$ cat config.mk
export PLATFORM = sky130hd
export DESIGN_NAME = uart_port
export DESIGN_NICKNAME = d
export VERILOG_FILES = /design/src/rtl/uart_port_pkg.sv /design/src/rtl/uart_port_rx_fifo.sv /design/src/rtl/uart_port.sv
export SDC_FILE = /design/constraint.sdc
export NUM_CORES = 1
export LEC_CHECK = 0
export CAP_MARGIN = 15
export CORE_AREA = 2 2 74 76
export DETAILED_ROUTE_END_ITERATION = 7
export DIE_AREA = 0 0 76 78
export GPL_TIMING_DRIVEN = 0
export MAX_ROUTING_LAYER = met4
export PLACE_DENSITY = 0.86
export SKIP_CTS_REPAIR_TIMING = 1
export SYNTH_ARGS = -nofsm -noshare
export SYNTH_HDL_FRONTEND = slang
export SYNTH_SLANG_ARGS = --single-unit
$ cat constraint.sdc
create_clock -name clk -period 3.35 [get_ports clk]
set_clock_uncertainty 0.15 [all_clocks]
set_input_delay 0.5025 -clock clk [delete_from_list [all_inputs] [get_ports clk]]
set_output_delay 0.5025 -clock clk [all_outputs]
set_load 0.03 [all_outputs]
$ cat src/rtl/uart_port_pkg.sv
// Shared definitions for the thinpad board UART port: address map,
// bus/TX state encodings and status register bit positions.
package thinpad_uart_pkg;

    localparam logic [15:0] UART_DATA_ADDR = 16'hBF00;
    localparam logic [15:0] UART_STAT_ADDR = 16'hBF01;

    localparam int unsigned STAT_TX_READY_BIT = 0;
    localparam int unsigned STAT_RX_READY_BIT = 1;

    typedef enum logic [2:0] {
        IDLE,
        RD_STROBE,
        RD_RECOVER,
        WR_SETUP,
        WR_STROBE
    } bus_state_t;

    typedef enum logic [1:0] {
        TX_IDLE,
        TX_WAIT_TBRE,
        TX_WAIT_TSRE
    } tx_state_t;

endpackage

$ cat src/rtl/uart_port_rx_fifo.sv
// Receive prefetch buffer: power-of-two circular FIFO, pointers wrap naturally.
module uart_rx_fifo #(
    parameter int DEPTH = 4
) (
    input  logic                     clk,
    input  logic                     rst,
    input  logic                     push,
    input  logic                     pop,
    input  logic [15:0]              din,
    output logic [15:0]              dout,
    output logic                     full,
    output logic                     empty,
    output logic [$clog2(DEPTH):0]   count
);
    localparam int AW = $clog2(DEPTH);

    logic [15:0]   r_mem [DEPTH];
    logic [AW-1:0] r_wptr;
    logic [AW-1:0] r_rptr;
    logic [AW:0]   r_count;
    logic          w_do_push;
    logic          w_do_pop;

    assign empty     = (r_count == '0);
    assign full      = (r_count == (AW+1)'(DEPTH));
    assign count     = r_count;
    assign dout      = r_mem[r_rptr];
    assign w_do_pop  = pop && !empty;
    // a pop frees a slot in the same edge, so a full FIFO may still accept
    assign w_do_push = push && (!full || w_do_pop);

    always_ff @(posedge clk) begin
        if (w_do_push) begin
            r_mem[r_wptr] <= din;
        end
    end

    always_ff @(posedge clk) begin
        if (rst) begin
            r_wptr  <= '0;
            r_rptr  <= '0;
            r_count <= '0;
        end else begin
            if (w_do_push) begin
                r_wptr <= r_wptr + AW'(1);
            end
            if (w_do_pop) begin
                r_rptr <= r_rptr + AW'(1);
            end
            r_count <= r_count + (AW+1)'(w_do_push) - (AW+1)'(w_do_pop);
        end
    end

endmodule

$ cat src/rtl/uart_port.sv
// Board UART port: bus FSM driving rdn/wrn strobes, RX prefetch FIFO and
// TX completion tracker; loads are answered in the same cycle.
module uart_port
    import thinpad_uart_pkg::*;
#(
    parameter int RX_DEPTH = 4,
    parameter int RD_LOW   = 2
) (
    input  logic        clk,
    input  logic        rst,
    input  logic        req_rd,
    input  logic        req_wr,
    input  logic        sel_status,
    input  logic [7:0]  wdata,
    output logic [15:0] rdata,
    output logic        busy,
    output logic        done,
    input  logic        data_ready,
    input  logic        tbre,
    input  logic        tsre,
    output logic        rdn,
    output logic        wrn,
    input  logic [7:0]  bus_i,
    output logic [7:0]  bus_o,
    output logic        bus_oe
);
    localparam int CNT_W = (RD_LOW > 1) ? $clog2(RD_LOW) : 1;
    localparam int AW    = $clog2(RX_DEPTH);

    bus_state_t       r_state, w_state_nx;
    tx_state_t        r_tx, w_tx_nx;
    logic [CNT_W-1:0] r_rd_cnt, w_rd_cnt_nx;
    logic [7:0]       r_wbyte, w_wbyte_nx;

    logic        w_push, w_pop, w_full, w_empty;
    logic [15:0] w_dout;
    logic [AW:0] w_count;
    logic        w_in_wr, w_rd_last, w_store, w_load;

    assign w_in_wr   = (r_state == WR_SETUP) || (r_state == WR_STROBE);
    assign w_rd_last = (r_state == RD_STROBE) && (r_rd_cnt == CNT_W'(RD_LOW - 1));
    assign w_store   = req_wr && !sel_status;
    assign w_load    = req_rd && !req_wr && !sel_status;
    assign w_push    = w_rd_last && !rst;
    assign w_pop     = w_load && !w_empty && !w_in_wr && !rst;

    uart_rx_fifo #(.DEPTH(RX_DEPTH)) u_rx_fifo (
        .clk   (clk),
        .rst   (rst),
        .push  (w_push),
        .pop   (w_pop),
        .din   ({8'h00, bus_i}),
        .dout  (w_dout),
        .full  (w_full),
        .empty (w_empty),
        .count (w_count)
    );

    always_ff @(posedge clk) begin
        if (rst) begin
            r_state  <= IDLE;
            r_tx     <= TX_IDLE;
            r_rd_cnt <= '0;
            r_wbyte  <= '0;
        end else begin
            r_state  <= w_state_nx;
            r_tx     <= w_tx_nx;
            r_rd_cnt <= w_rd_cnt_nx;
            r_wbyte  <= w_wbyte_nx;
        end
    end

    always_comb begin
        w_state_nx  = r_state;
        w_tx_nx     = r_tx;
        w_rd_cnt_nx = r_rd_cnt;
        w_wbyte_nx  = r_wbyte;
        case (r_state)
            IDLE: begin
                if (w_store && (r_tx == TX_IDLE)) begin
                    w_state_nx = WR_SETUP;
                    w_wbyte_nx = wdata;
                end else if (data_ready && !w_full) begin
                    w_state_nx  = RD_STROBE;
                    w_rd_cnt_nx = '0;
                end
            end
            RD_STROBE: begin
                if (w_rd_last) begin
                    w_state_nx  = RD_RECOVER;
                    w_rd_cnt_nx = '0;
                end else begin
                    w_rd_cnt_nx = r_rd_cnt + CNT_W'(1);
                end
            end
            RD_RECOVER: w_state_nx = IDLE;
            WR_SETUP:   w_state_nx = WR_STROBE;
            WR_STROBE:  w_state_nx = IDLE;
            default:    w_state_nx = IDLE;
        endcase

        case (r_tx)
            TX_WAIT_TBRE: if (tbre) w_tx_nx = TX_WAIT_TSRE;
            TX_WAIT_TSRE: if (tsre) w_tx_nx = TX_IDLE;
            default:      w_tx_nx = TX_IDLE;
        endcase
        if (r_state == WR_STROBE) begin
            w_tx_nx = TX_WAIT_TBRE;
        end
    end

    always_comb begin
        rdn    = (r_state != RD_STROBE);
        wrn    = (r_state != WR_STROBE);
        bus_oe = w_in_wr;
        bus_o  = w_in_wr ? r_wbyte : '0;
        busy   = 1'b0;
        done   = 1'b0;
        rdata  = '0;
        if (w_in_wr) begin
            busy = 1'b1;
            done = (r_state == WR_STROBE);
        end else if (req_wr) begin
            // status-address stores are dropped; data stores stall until taken
            if (sel_status) begin
                done = 1'b1;
            end else begin
                busy = 1'b1;
            end
        end else if (req_rd) begin
            done = 1'b1;
            if (sel_status) begin
                rdata[STAT_RX_READY_BIT] = (w_count != '0);
                rdata[STAT_TX_READY_BIT] = (r_tx == TX_IDLE) && !w_in_wr;
            end else if (!w_empty) begin
                rdata = w_dout;
            end
        end
    end

endmodule

# Word-level counts from Yosys, hierarchy flattened
# Memory sizes are Yosys's and may differ from the RTL's. A register that Yosys moved wholly into a read port is not among the register bits.
# Index checks and enable logic that the tools add are counted.
[word_totals] register_bits=21 ram_bits=32 input_bits=24 wordCells=92 mem_count=1
[mem_list] memory="u_rx_fifo.r_mem" words=4 width=8 rd=1 rd_clocked_by_memory_dff=1 wr=1 line_no="uart_port_rx_fifo.sv:17" rtl="logic [15:0] r_mem [DEPTH];"
[classes] addsub=5 n_eq_ne=16 mux=30 reduce_logical=32
[ops] operator="$mux W16" count=4
[ops] operator="$mux W14" count=1
[ops] operator="$logic_and A1 B1 Y1" count=13
[ops] operator="$mux W1" count=13
[ops] operator="$ne A3 B3 Y1 const B" count=4
[ops] operator="$mux W2" count=5
[ops] operator="$ne A2 B2 Y1 const B" count=5
[ops] operator="$mux W3" count=3
[ops] operator="$pmux W3 S3" count=1
[ops] operator="$mux W8" count=1
[ops] operator="$reduce_and A2 Y1" count=4
[ops] operator="$eq A3 B3 Y1 const B" count=2
[ops] operator="$logic_not A1 Y1" count=6
[ops] operator="$logic_not A3 Y1" count=2
[ops] operator="$add A2 B1 Y2 const B" count=2
[ops] operator="$pmux W2 S2" count=1
[ops] operator="$add A3 B1 Y3" count=1
[ops] operator="$eq A3 B1 Y1 const B" count=1
[ops] operator="$eq A3 B2 Y1 const B" count=1
[ops] operator="$ne A3 B1 Y1 const B" count=1
[ops] operator="$reduce_and A3 Y1" count=1
[ops] operator="$reduce_bool A3 Y1" count=1
[ops] operator="$sub A3 B1 Y3" count=1
[ops] operator="$eq A2 B1 Y1 const B" count=1
[ops] operator="other kinds (7)" count=8

# Longest topological paths before layout
[depth] word_depth=11 depth_mapped=13 ltp_nobuf=12

# By module
# Synthesis repeated with hierarchy kept, for this count alone.
[hier_totals] cells_unflattened=242 hier_area_um2=3748.6
[modules_own_cells] mod="uart_rx_fifo" instances=1 cells_each=131 area_each_um2=2854.0 seq_area_each_um2=2102.0
[modules_own_cells] mod="uart_port" instances=1 cells_each=111 area_each_um2=894.6 seq_area_each_um2=280.3

# Worst setup path before layout
# No wires, ideal clock.
[synth_timing] kind="reg2out" start="register r_state[0]" end="output done" arrival_time_ps=1998 setup_slack_ps=700 stages_incl_launch_ff=7 cell_sequence="dfxtp_1 > buf_6 > nor3b_1 > inv_1 > o21ai_0 > clkbuf_1 > o21ai_0"
[synth_between] elab_chain_cells=3 elab_cells_between_ends=4 classes_between="eq/ne: 2; mux: 1; reduce/logical: 1"
[synth_lines] item="start, declared" line_no="uart_port.sv:30" rtl="bus_state_t r_state, w_state_nx;"
[synth_lines] item="start signal, assigned" line_no="uart_port.sv:66" rtl="r_state <= w_state_nx;"
[synth_lines] item="$eq A3 B2 Y1 or $eq A3 B3 Y1 (tied branches)" line_no="uart_port.sv:40" rtl="assign w_in_wr = (r_state == WR_SETUP) || (r_state == WR_STROBE);"
[synth_lines] item="$logic_or A1 B1 Y1 *" line_no="uart_port.sv:40"
[synth_lines] item="via bus_oe" line_no="uart_port.sv:25" rtl="output logic bus_oe"
[synth_lines] item="$mux W1 *" line_no="uart_port.sv:120" rtl="if (w_in_wr) begin"
[synth_lines] item="end, declared" line_no="uart_port.sv:17" rtl="output logic done,"
# Mark *: on every way through the listed nets, which the timed path passes. The rest lies on a longest branch.

# Worst setup path after layout
[layout_timing] start="input req_wr" end="output rdata[1]"
[layout_between] elab_chain_cells=2
[layout_lines] item="start, declared" line_no="uart_port.sv:12" rtl="input logic req_wr,"
[layout_lines] item="$mux W16" line_no="uart_port.sv:123" rtl="end else if (req_wr) begin"
[layout_lines] item="$mux W16" line_no="uart_port.sv:120"
[layout_lines] item="end, declared" line_no="uart_port.sv:15" rtl="output logic [15:0] rdata,"
# Every way passes these cells.

==> summary.txt <==
Status
  – Status: complete, no violations

Floorplan
  – I/O pin count: 53
  – Die area: roughly 5900 um2
  – Standard-cell row count: 26
  – Die Wd: ~76 um
  – Initial Utilization: 49.5%
  – Core Region: between 5000 and 6000 um2
  – Chip height: a little under 80 um

GRT
  – Initial antenna violation count: 0
  – Vias in the first global route: 1648
  – First-pass GRT wire length: 7.89 mm
  – All-Layer GR Usage: between 15 and 20%
  – Total gr overflow: 0
  – Largest net degree at the start of global routing: 21

Yosys
  – Yosys reg bits: 55
  – Largest cells by area after synthesis: edfxtp_1 39%, dfxtp_1 18%, mux4_2 7.2%
  – Seq/Total Area, Yosys: around 57%
  – Mean Syn Cell Area: 12.4 um2
  – Most frequent cell after synthesis: edfxtp_1
  – Ys flop type: edfxtp_1
  – Synth top cells by count: 32 x edfxtp_1, 24 x nor2_1, 23 x dfxtp_1
  – Yosys warns: 0
  – Synth unique cells: 43
  – EDFF count, synth: 32
  – Netlist area before placement: roughly 2500 um2
  – Synth area leader: edfxtp_1
  – Synth Instances: approximately 200
  – Synth top area share: 38.5%
  – Ys async rst share: 0%

Power and ir drop
  – P_leak: between 1 and 1.5 nW
  – VDD IR-drop max: roughly 0.00035 V
  – Power per Cell Area: 402 nW/um2

Timing
  – Final worst path period share: a little over nine tenths
  – RSZ-0062 raised after global routing: no
  – Fin crit period: 3.15 ns
  – Final Hold Viols: 0
  – Max frequency: 0.318 GHz
  – Rel. slew slack: between 50% and 60%
  – Final Slew Violations: 0
  – Worst-margin pin slew: 0.676 ns
  – Hold WS: ~0.32 ns
  – Final setup vio count: 0

Route
  – WL per Instance: between 10 and 15 um
  – Routed Wire Length: ~4.7 mm
  – Drt pass-1 iters: 4
  – Drc violations: 0
  – Via count: approximately 1700
  – Initial DRC count: 85
  – Via/cell ratio: slightly above 5
  – Post-DRT Antenna Nets: 0

Setup path
  – R2R Path End: u_rx_fifo.count[2]$_SDFF_PP0_
  – Crit-path max cell delay: a little over 0.7 ns
  – Startpoint Class: input port
  – Slowest-stage cell, CP: clkdlybuf4s50_1
  – Worst Reg-to-Reg Cells: 12
  – Max FO, Critical Path: 8
  – Worst path required time: between 2 and 3 ns
  – Type of the worst setup path: in -> out
  – CP Capture Type: output pin
  – Flop2flop setup slack: 0.67 ns
  – WP data arrival: ~2.5 ns
  – Reg-to-Reg Start: r_state[2]$_SDFFE_PP0P_
  – Crit path top cell by count: clkdlybuf4s50_1
  – Critical path, cell by cell: clkdlybuf4s50_1 > nor2b_1 > o211ai_1 > nor3_1 > clkdlybuf4s50_1

Job
  – Max-Cap Viols: 0

Clock network
  – Cts bufs inserted: 5
  – CTS tree: built
  – Clock latency on the worst-skew pair: 0.31 ns
  – H-tree levels: 2
  – Clk buf depth: 2
  – Clock root cell: clkbuf_8
  – Clock Sinks: 55
  – Clock transition at path regs: roughly 0.10 ns

Final layout
  – Nets: between 200 and 300
  – N_diodes: 0
  – Fillers: about 380
  – Fin area: roughly 3200 um2
  – Synth-to-layout area growth: 27.1%
  – Share of layout cells above drive strength 1: 15.3%

Worst hold path
  – WHS Endpoint: r_state[1]$_SDFFE_PP0P_
  – Min-delay src: rst
  – Hold path depth: 2
  – Hold Crit Class: in -> reg

Placement
  – DP HPWL: roughly 3.5 mm
  – Placer congestion estimate: just over 0.8
  – Placed cell area: between 3000 and 4000 um2
  – Port bufs: 43
layout by cell type, fill, tap and decap left out, types with 2 or more instances in the layout:
| master | instances |
|---|---|
| mux2i_1 | 10 |
| buf_6 | 2 |
| inv_1 | 9 |
| nand2_1 | 4 |
| o21ai_0 | 3 |
| buf_4 | 10 |
| nand2b_1 | 2 |
| dfxtp_1 | 23 |
| a21oi_1 | 8 |
| nor3b_1 | 4 |
| mux4_2 | 8 |
| buf_2 | 4 |
| nor3b_2 | 2 |
| clkbuf_8 | 5 |
| nor2b_1 | 2 |
| nor3_1 | 5 |
| clkdlybuf4s50_1 | 43 |
| nor2_1 | 23 |
| edfxtp_1 | 32 |
| o211ai_1 | 3 |
| nand3b_1 | 2 |
| or4_1 | 2 |
| and3_1 | 6 |
| and2_1 | 8 |
| nand3_1 | 2 |
| ha_1 | 6 |
| conb_1 | 8 |
| clkbuf_1 | 3 |
state kept, by name, indices dropped and copies added, names as in the netlist, named ones only:
| register | cells |
|---|---|
| u_rx_fifo.r_mem | 32 |
| u_rx_fifo.count | 3 |
| r_rd_cnt | 1 |
| r_state | 3 |
| r_tx | 2 |
| u_rx_fifo.r_rptr | 2 |
| u_rx_fifo.r_wptr | 2 |
| r_wbyte | 8 |
power breakdown:
part           leakage, nW  switching, mW  internal, mW  total (mW)
Combinational        0.708         0.0812        0.0724       0.154
Clock               0.0506          0.228         0.157       0.384
Sequential           0.475        0.00877         0.727       0.736
Total                 1.23          0.318         0.956        1.27
critical path, delay by kind of cell:
kind,cells,cell delay [ns]
buffers and inverters,2,1.16
AOI/OAI and AO/OA,1,0.32
and+or+nand+nor,2,0.50
per-layer routing:
| metal | wire length, um | global-route usage (%) | vias up |
|---|---|---|---|
| met5 | 0 | - | - |
| met1 | 2000 | 21.1 | 802 |
| met2 | 2400 | 29.5 | 37 |
| li1 | - | - | 832 |
| met4 | 38 | 5.45 | 0 |
| met3 | 262 | 3.72 | 5 |
cell families (layout without fill, tap and decap cells):
| group | Yosys count | count (layout) | share of synthesized area, % |
|---|---|---|---|
| flops | 55 | 55 | 57.0 |
| mux | 18 | 18 | 11.2 |
| xor+xnor | 2 | 2 | 0.702 |
| simple gates | 69 | 69 | 15.2 |
| compound gates | 23 | 23 | 6.02 |
| fa+ha+maj | 7 | 7 | 3.81 |
| other cells | 1 | 8 | 0.150 |
| buf+inv | 26 | 80 | 5.87 |
cell type report:
class,count,area (um2),share of cell area (%)
Timing Repair Buffer,46,450,14.2
Clock inverter,3,28.8,0.908
Multi-Input combinational cell,127,966,30.5
Inverter,9,33.8,1.07
Clock buffer,5,68.8,2.17
Buffer,17,114,3.59
Sequential cell,55,1420,44.8
Tap cell,70,87.6,2.76
worst max path at each step:
| stage | startpoint | end | slack, ns | cells after the start |
|---|---|---|---|---|
| floorplan | r_state[0]$_SDFFE_PP0P_ | done | 0.70 | 6 |
| global placement | sel_status | u_rx_fifo.r_mem[0][7]$_DFFE_PP_ | -0.30 | 4 |
| detailed placement | sel_status | u_rx_fifo.r_mem[3][7]$_DFFE_PP_ | -0.26 | 4 |
| CTS | r_state[2]$_SDFFE_PP0P_ | bus_o[4] | 0.02 | 6 |
| global route | req_wr | rdata[1] | 0.09 | 5 |
| finish | req_wr | rdata[1] | 0.20 | 5 |
metrics by stage:
| step | setup TNS [ns] | total power [mW] | instances | utilization [%] | setup WS [ns] |
|---|---|---|---|---|---|
| detailed placement | -3.66 | 0.902 | 323 | 60.6 | -0.259 |
| global placement | -6.49 | 0.899 | 321 | 60.3 | -0.299 |
| CTS | 0 | 1.28 | 331 | 62.5 | 0.0242 |
| global route | 0 | 1.32 | 332 | 62.9 | 0.0862 |
| finish | 0 | 1.27 | 332 | 62.9 | 0.204 |
| floorplan | 0 | 0.844 | 208 | - | 0.700 |
Note: power is estimated with default switching activity, not from simulation.
